**config.mk**
```make
export PLATFORM = sky130hd
export DESIGN_NAME = dtcm_arbiter
export DESIGN_NICKNAME = d
export VERILOG_FILES = /design/src/rtl/dtcm_arb_pkg.sv /design/src/rtl/dtcm_arb_rsp_stage.sv /design/src/rtl/dtcm_arbiter.sv
export SDC_FILE = /design/constraint.sdc
export NUM_CORES = 1
export LEC_CHECK = 0
export CORE_AREA = 5 5 95 97
export DETAILED_ROUTE_END_ITERATION = 8
export DIE_AREA = 0 0 100 102
export GPL_TIMING_DRIVEN = 0
export PLACE_DENSITY = 0.75
export SYNTH_ARGS = -nofsm -noshare
export SYNTH_HDL_FRONTEND = slang
export SYNTH_SLANG_ARGS = --single-unit
export TNS_END_PERCENT = 1
```
**constraint.sdc**
```tcl
create_clock -name clk -period 3.8 [get_ports clk]
set_input_delay 0.76 -clock clk [delete_from_list [all_inputs] [get_ports clk]]
set_output_delay 0.76 -clock clk [all_outputs]
set_load 0.005 [all_outputs]
```
**src/rtl/dtcm_arb_pkg.sv**
```systemverilog
// Shared types and constants for the data-TCM arbiter between the core LSU and the host port.
package dtcm_arb_pkg;

  typedef enum logic {
    OWNER_CORE = 1'b0,
    OWNER_HOST = 1'b1
  } owner_e;

  localparam int unsigned STARVE_MAX_DEFAULT = 4;
  localparam int unsigned WORD_W             = 32;

endpackage

```
**src/rtl/dtcm_arb_rsp_stage.sv**
```systemverilog
// Response stage: remembers who owns the access in flight and steers the 1-cycle SRAM
// read data (or a zero write ack) to that requester only.
module dtcm_arb_rsp_stage
  import dtcm_arb_pkg::*;
(
  input  logic              clk,
  input  logic              cpurst,
  input  logic              accept,
  input  owner_e            owner,
  input  logic              is_rd,
  input  logic [WORD_W-1:0] ram_rdata,
  output logic              core_rsp_valid,
  output logic [WORD_W-1:0] core_rsp_rdata,
  output logic              host_rsp_valid,
  output logic [WORD_W-1:0] host_rsp_rdata
);

  logic              rsp_pend;
  owner_e            rsp_owner;
  logic              rsp_is_rd;
  logic              live;
  logic [WORD_W-1:0] data;

  always_ff @(posedge clk) begin
    if (cpurst) begin
      rsp_pend  <= 1'b0;
      rsp_owner <= OWNER_CORE;
      rsp_is_rd <= 1'b0;
    end else begin
      rsp_pend  <= accept;
      rsp_owner <= owner;
      rsp_is_rd <= is_rd;
    end
  end

  // Reset in the response cycle drops the pending entry combinationally.
  always_comb begin
    live           = rsp_pend && !cpurst;
    data           = rsp_is_rd ? ram_rdata : '0;
    core_rsp_valid = live && (rsp_owner == OWNER_CORE);
    host_rsp_valid = live && (rsp_owner == OWNER_HOST);
    core_rsp_rdata = core_rsp_valid ? data : '0;
    host_rsp_rdata = host_rsp_valid ? data : '0;
  end

endmodule

```
**src/rtl/dtcm_arbiter.sv**
```systemverilog
// Single-port DTCM arbiter: core wins by default, host wins when the core is idle or
// after STARVE_MAX consecutive denied cycles.
module dtcm_arbiter
  import dtcm_arb_pkg::*;
#(
  parameter int unsigned AW         = 14,
  parameter int unsigned STARVE_MAX = STARVE_MAX_DEFAULT
) (
  input  logic              clk,
  input  logic              cpurst,
  input  logic              core_req_valid,
  output logic              core_req_ready,
  input  logic [AW-1:0]     core_req_addr,
  input  logic              core_req_we,
  input  logic [3:0]        core_req_wstrb,
  input  logic [WORD_W-1:0] core_req_wdata,
  output logic              core_rsp_valid,
  output logic [WORD_W-1:0] core_rsp_rdata,
  input  logic              host_req_valid,
  output logic              host_req_ready,
  input  logic [AW-1:0]     host_req_addr,
  input  logic              host_req_we,
  input  logic [3:0]        host_req_wstrb,
  input  logic [WORD_W-1:0] host_req_wdata,
  output logic              host_rsp_valid,
  output logic [WORD_W-1:0] host_rsp_rdata,
  output logic              ram_cs,
  output logic [3:0]        ram_we,
  output logic [AW-3:0]     ram_addr,
  output logic [WORD_W-1:0] ram_wdata,
  input  logic [WORD_W-1:0] ram_rdata
);

  logic [3:0] starve_cnt;
  logic       starve_hit;
  logic       host_win;
  logic       core_grant;
  logic       host_grant;
  logic       accept;
  logic       sel_we;
  logic [3:0] sel_wstrb;
  owner_e     owner;
  logic       unused_addr_lsbs;

  assign unused_addr_lsbs = ^{core_req_addr[1:0], host_req_addr[1:0]};

  always_comb begin
    starve_hit     = (starve_cnt == 4'(STARVE_MAX));
    host_win       = host_req_valid && (!core_req_valid || starve_hit);
    host_grant     = !cpurst && host_win;
    core_grant     = !cpurst && core_req_valid && !host_win;
    core_req_ready = core_grant;
    host_req_ready = host_grant;
    accept         = core_grant || host_grant;
    owner          = host_grant ? OWNER_HOST : OWNER_CORE;
    sel_we         = host_grant ? host_req_we    : core_req_we;
    sel_wstrb      = host_grant ? host_req_wstrb : core_req_wstrb;
    ram_cs         = accept;
    ram_we         = (accept && sel_we) ? sel_wstrb : '0;
    ram_addr       = host_grant ? host_req_addr[AW-1:2] : core_req_addr[AW-1:2];
    ram_wdata      = host_grant ? host_req_wdata : core_req_wdata;
  end

  always_ff @(posedge clk) begin
    if (cpurst || !host_req_valid || host_grant) begin
      starve_cnt <= '0;
    end else if (!starve_hit) begin
      starve_cnt <= starve_cnt + 4'd1;
    end
  end

  dtcm_arb_rsp_stage u_rsp (
    .clk            (clk),
    .cpurst         (cpurst),
    .accept         (accept),
    .owner          (owner),
    .is_rd          (!sel_we),
    .ram_rdata      (ram_rdata),
    .core_rsp_valid (core_rsp_valid),
    .core_rsp_rdata (core_rsp_rdata),
    .host_rsp_valid (host_rsp_valid),
    .host_rsp_rdata (host_rsp_rdata)
  );

endmodule

```
# After elaboration in Yosys (flattened, before gate mapping)
# Index checks and enable logic that the tools add are counted.
# word_totals
output_inout_bits	117
elab_cells	33
regBits	7
inputBits	138
# op_classes
reduce_logical	17
bitwise_logic	1
eq_ne	1
addsub	1
n_mux	9
# ops
op	count
32-bit 2-to-1 mux	4
12-bit 2-to-1 mux	1
1-bit logical AND	8
4-bit 2-to-1 mux	2
1-bit logical NOT	5
4-bit by 1-bit adder with 4-bit output, second input constant	1
4-bit by 3-bit equality test with 1-bit output, second input constant	1
1-bit logical OR	4
1-bit 2-to-1 mux	2
1-bit NOT	1

# Logic depth before layout (Yosys ltp)
# logic_depth
depth_word	8
depth_mapped	6

# Hierarchy
# A second synthesis with hierarchy kept.
# hier_totals
cells_unflattened	202
hier_area_um2	1597.8
# by_module_without_submodules
module	seq_area_each_um2	area_each_um2	n_inst	cells_per_inst
dtcm_arbiter	80.1	869.6	1	86
dtcm_arb_rsp_stage	60.1	728.2	1	116

# Worst setup path after synthesis
# Ideal clock, no wire load.
# synth_timing
path_type	input-to-output
startpoint	input cpurst
endpoint	output ram_wdata[22]
n_path_buf	1
required_ns	3.040
path_stages	4
setup_slack_ns	1.322
t_arrival_ns	1.718
cell_sequence	nand2b_1 -> a21oi_4 -> buf_6 -> mux2_2
# synth_via
elab_chain_len	3
# synth_rtl
item	line	text
start: declaration	dtcm_arbiter.sv:10	input logic cpurst,
1-bit logical NOT	dtcm_arbiter.sv:50	host_grant = !cpurst && host_win;
1-bit logical AND	dtcm_arbiter.sv:50	
net host_req_ready	dtcm_arbiter.sv:20	output logic host_req_ready,
32-bit 2-to-1 mux	dtcm_arbiter.sv:61	ram_wdata = host_grant ? host_req_wdata : core_req_wdata;
end: declaration	dtcm_arbiter.sv:30	output logic [WORD_W-1:0] ram_wdata,
# The timed path passes the listed nets, and every way through them passes these cells.

# Final worst setup path
# layout_timing
startpoint	input cpurst
endpoint	output ram_wdata[27]
# layout_via
elab_chain_len	3
# layout_rtl
item	line
1-bit logical NOT	dtcm_arbiter.sv:50
1-bit logical AND	dtcm_arbiter.sv:50
32-bit 2-to-1 mux	dtcm_arbiter.sv:61
# Every way passes these cells.

==> impl_metrics.toml <==
[outcome]
status = "finished clean"

[pwr]
switching_share_pct = 25.41
peakVddDrop_v = 0.00006286
seqPwrFrac_pct = 15.3
power_frac_clock_pct = 20.3
p_leak_nw = 1.454
p_per_area_nw_per_um2 = 126.6
p_comb_share_pct = 64.4
power_switching_mw = 0.1303
internal_power_mw = 0.3823

[finish]
fill_cells = 781
final_layout_size_suffix_gt1_share_pct = 12.72
layout.nets = 597
area_growth_pct = 195.7
stdcell_count = 561
diodes = 0

[drt]
wl_met3_mm = 1.077
viasPerCell = 4.283
drt_iter0_markers = 15
top_layer = "met4"
drt-met1-wl_mm = 2.852
wl_met2_mm = 4.443
firstDrtPassIters = 4
drc = 0
drt-wirelength-per-cell_um = 15.37
drt.antenna.violating_nets = 0
num_vias = 2403
wl_mm = 8.625

[clocking]
htreeDepth = 1
root_buffer = "clkbuf_8"
clk_latency_ns = 0.23
cts_tree = "done"
hold_buffers = 0
cts_buffer_depth = 2
numCtsBuffers = 3
post-cts-setup-buffers = 0
cts_sinks = 7
path_clk_slew_ns = 0.04
cts_resized = 0

[synthesis]
synth_area_sq_um = 1369
syn-num-nets = 342
synthMuxAreaShare_pct = 37.75
synthAdderAreaFrac_pct = 1.828
synth_xor_area_share_pct = 0.6399
synth-seq-cells = 7
syn_area_per_cell_sq_um = 6.776
ys.flop_type = "dfxtp_1"
ys_warn_count = 0
synth_top_family_by_area = "multiplexers"
synth_edf_count = 0
synthCells = 202
synth_compound_area_share_pct = 5.027
synth.distinct_cells = 26
synthSimpleGateAreaFrac_pct = 36.56
synth_seq_area_share_pct = 10.24
async_flop_share_pct = 0

[timing]
fin_skew_ns = 0.004874
period_share_pct = 96.12
setup_ws_ns = 0.1474
finalSetupTns_ns = 0
hold_viol_final = 0
rsz0062_at_grt = "no"
setup_viol = 0
slew_violations = 0
max_freq_mhz = 273.8
worst_pin_slew_ns = 0.4566
hold_ws_ns = 0.4663
relSlewSlack_pct = 69.56
period_minus_slack_ns = 3.653

[die]
die_w_um = 100
io_pins = 255
rows = 33
fp.dieArea_sq_um = 10200
start_util_pct = 17.00
core_region_area_sq_um = 8051
die_y_um = 102

[hold_path]
holdCritPathClass = "flip-flop to flip-flop"

[global_route]
grt_max_degree = 11
first_global_vias = 2533
antenna_found_initial = 0
grt.overflow.total = 0
track_usage_pct = 15.39
grt_pass1_wl_mm = 12.33

[critical_path]
critical_path_required_ns = 3.04
rrSetupSlack_ns = 2.20
cp-start-kind = "input pin"
crit_start = "cpurst"
r2r-start = "starve_cnt[0]"
critPathArrivalTime_ns = 2.89
critPathMaxFanout = 10
crit_end = "ram_wdata[27]"
crit_path_end_kind = "primary output"
reg2regPathDepth = 5
crit_type = "input pin to primary output"
r2r-end = "u_rsp.rsp_is_rd"

[job]
max_cap_viol_count = 0

[placement]
place_ws_ns = 0.09702
gp_congestion = 0.9963
hpwl_mm = 7.905
io_buffers = 250
dp.cells = 557
## Yosys cell counts, drive strengths merged, types with 2 or more instances
cell,instances,area share [%]
a21oi,2,1.6
a32o,4,2.9
and2,3,1.4
and3,3,1.4
buf,10,5.5
clkbuf,3,0.82
dfxtp,7,10
ha,2,1.8
inv,5,1.4
mux2,45,37
nand2,32,8.8
nand3,2,0.73
nand3b,2,2.0
nor2,74,20
## cell usage in the layout, fill, tap and decap left out
master	n
clkdlybuf4s50_1	250
nor2_1	74
mux2_2	43
nand2_1	32
dfxtp_1	7
buf_2	6
inv_1	5
clkbuf_1	4
buf_6	4
a32o_1	4
and3_1	3
and2_1	3
clkbuf_8	3
nand3_1	2
mux2_1	2
ha_1	2
clkinv_1	1
nand3b_1	1
nand3b_4	1
nand2b_1	1
a21oi_4	1
nand4b_1	1
a21boi_1	1
nor2b_1	1
nand4_1	1
xnor2_1	1
a21oi_1	1
mux2i_1	1
## how the worst min path moves through the flow
stage	end	cells after the start	from	slack, ns
detailed placement	starve_cnt[0]	1	starve_cnt[0]	0.46
floorplan	starve_cnt[0]	1	starve_cnt[0]	0.43
global placement	starve_cnt[0]	1	starve_cnt[0]	0.44
finish	starve_cnt[0]	1	starve_cnt[0]	0.47
global route	starve_cnt[0]	1	starve_cnt[0]	0.51
CTS	starve_cnt[0]	1	starve_cnt[0]	0.47
## power by group through the flow
stage / logic (mW) / registers [mW] / clock network (mW)
after floorplan: 0.0886 / 0.0790 / 0
after global routing: 0.353 / 0.0788 / 0.111
after CTS: 0.335 / 0.0787 / 0.106
final: 0.330 / 0.0785 / 0.104
after detailed placement: 0.333 / 0.0798 / 0
after global placement: 0.330 / 0.0796 / 0
## routing by layer
metal / up-vias / track usage, %
met5: - / 0
met4: 0 / 6.839
li1: 1172 / -
met3: 19 / 5.870
met1: 1045 / 13.51
met2: 167 / 30.79
## metrics by stage
stage                     instance area (sq um)  util [%]  total power [mW]
after CTS                                  4048     50.27            0.5200
after global routing                       4048     50.27            0.5426
after detailed placement                   4003     49.71            0.4129
final                                      4048     50.27            0.5126
after global placement                     4003     49.71            0.4098
after floorplan                            1369         -            0.1676
## sequential cells by signal (all words and copies together), names as in the netlist
register and cells:
starve_cnt 4, u_rsp.rsp_is_rd 1, u_rsp.rsp_owner 1, u_rsp.rsp_pend 1
## kinds of logic after synthesis
kind of cell | Yosys count
AOI/OAI and AO/OA | 7
buffers and inverters | 19
DFF | 7
muxes | 46
xor gates and xnor gates | 1
and+or+nand+nor | 120
adders and majority gates | 2
## final cells by class
type / instances / area [sq um] / share of cell area, %
inverter: 6 / 22.52 / 0.5564
tap: 105 / 131.4 / 3.246
sequential: 7 / 140.1 / 3.462
timing repair buffer: 250 / 2502 / 61.82
multi-input combinational: 176 / 1120 / 27.67
buffer: 13 / 86.33 / 2.133
clock buffer: 4 / 45.04 / 1.113
## worst max-delay path, cell delays in order
cell	delay, ns
clkdlybuf4s50_1	0.52
nand2b_1	0.25
a21oi_4	0.34
buf_6	0.21
mux2_2	0.35
clkdlybuf4s50_1	0.46
Power figures use the tool's default switching activity.
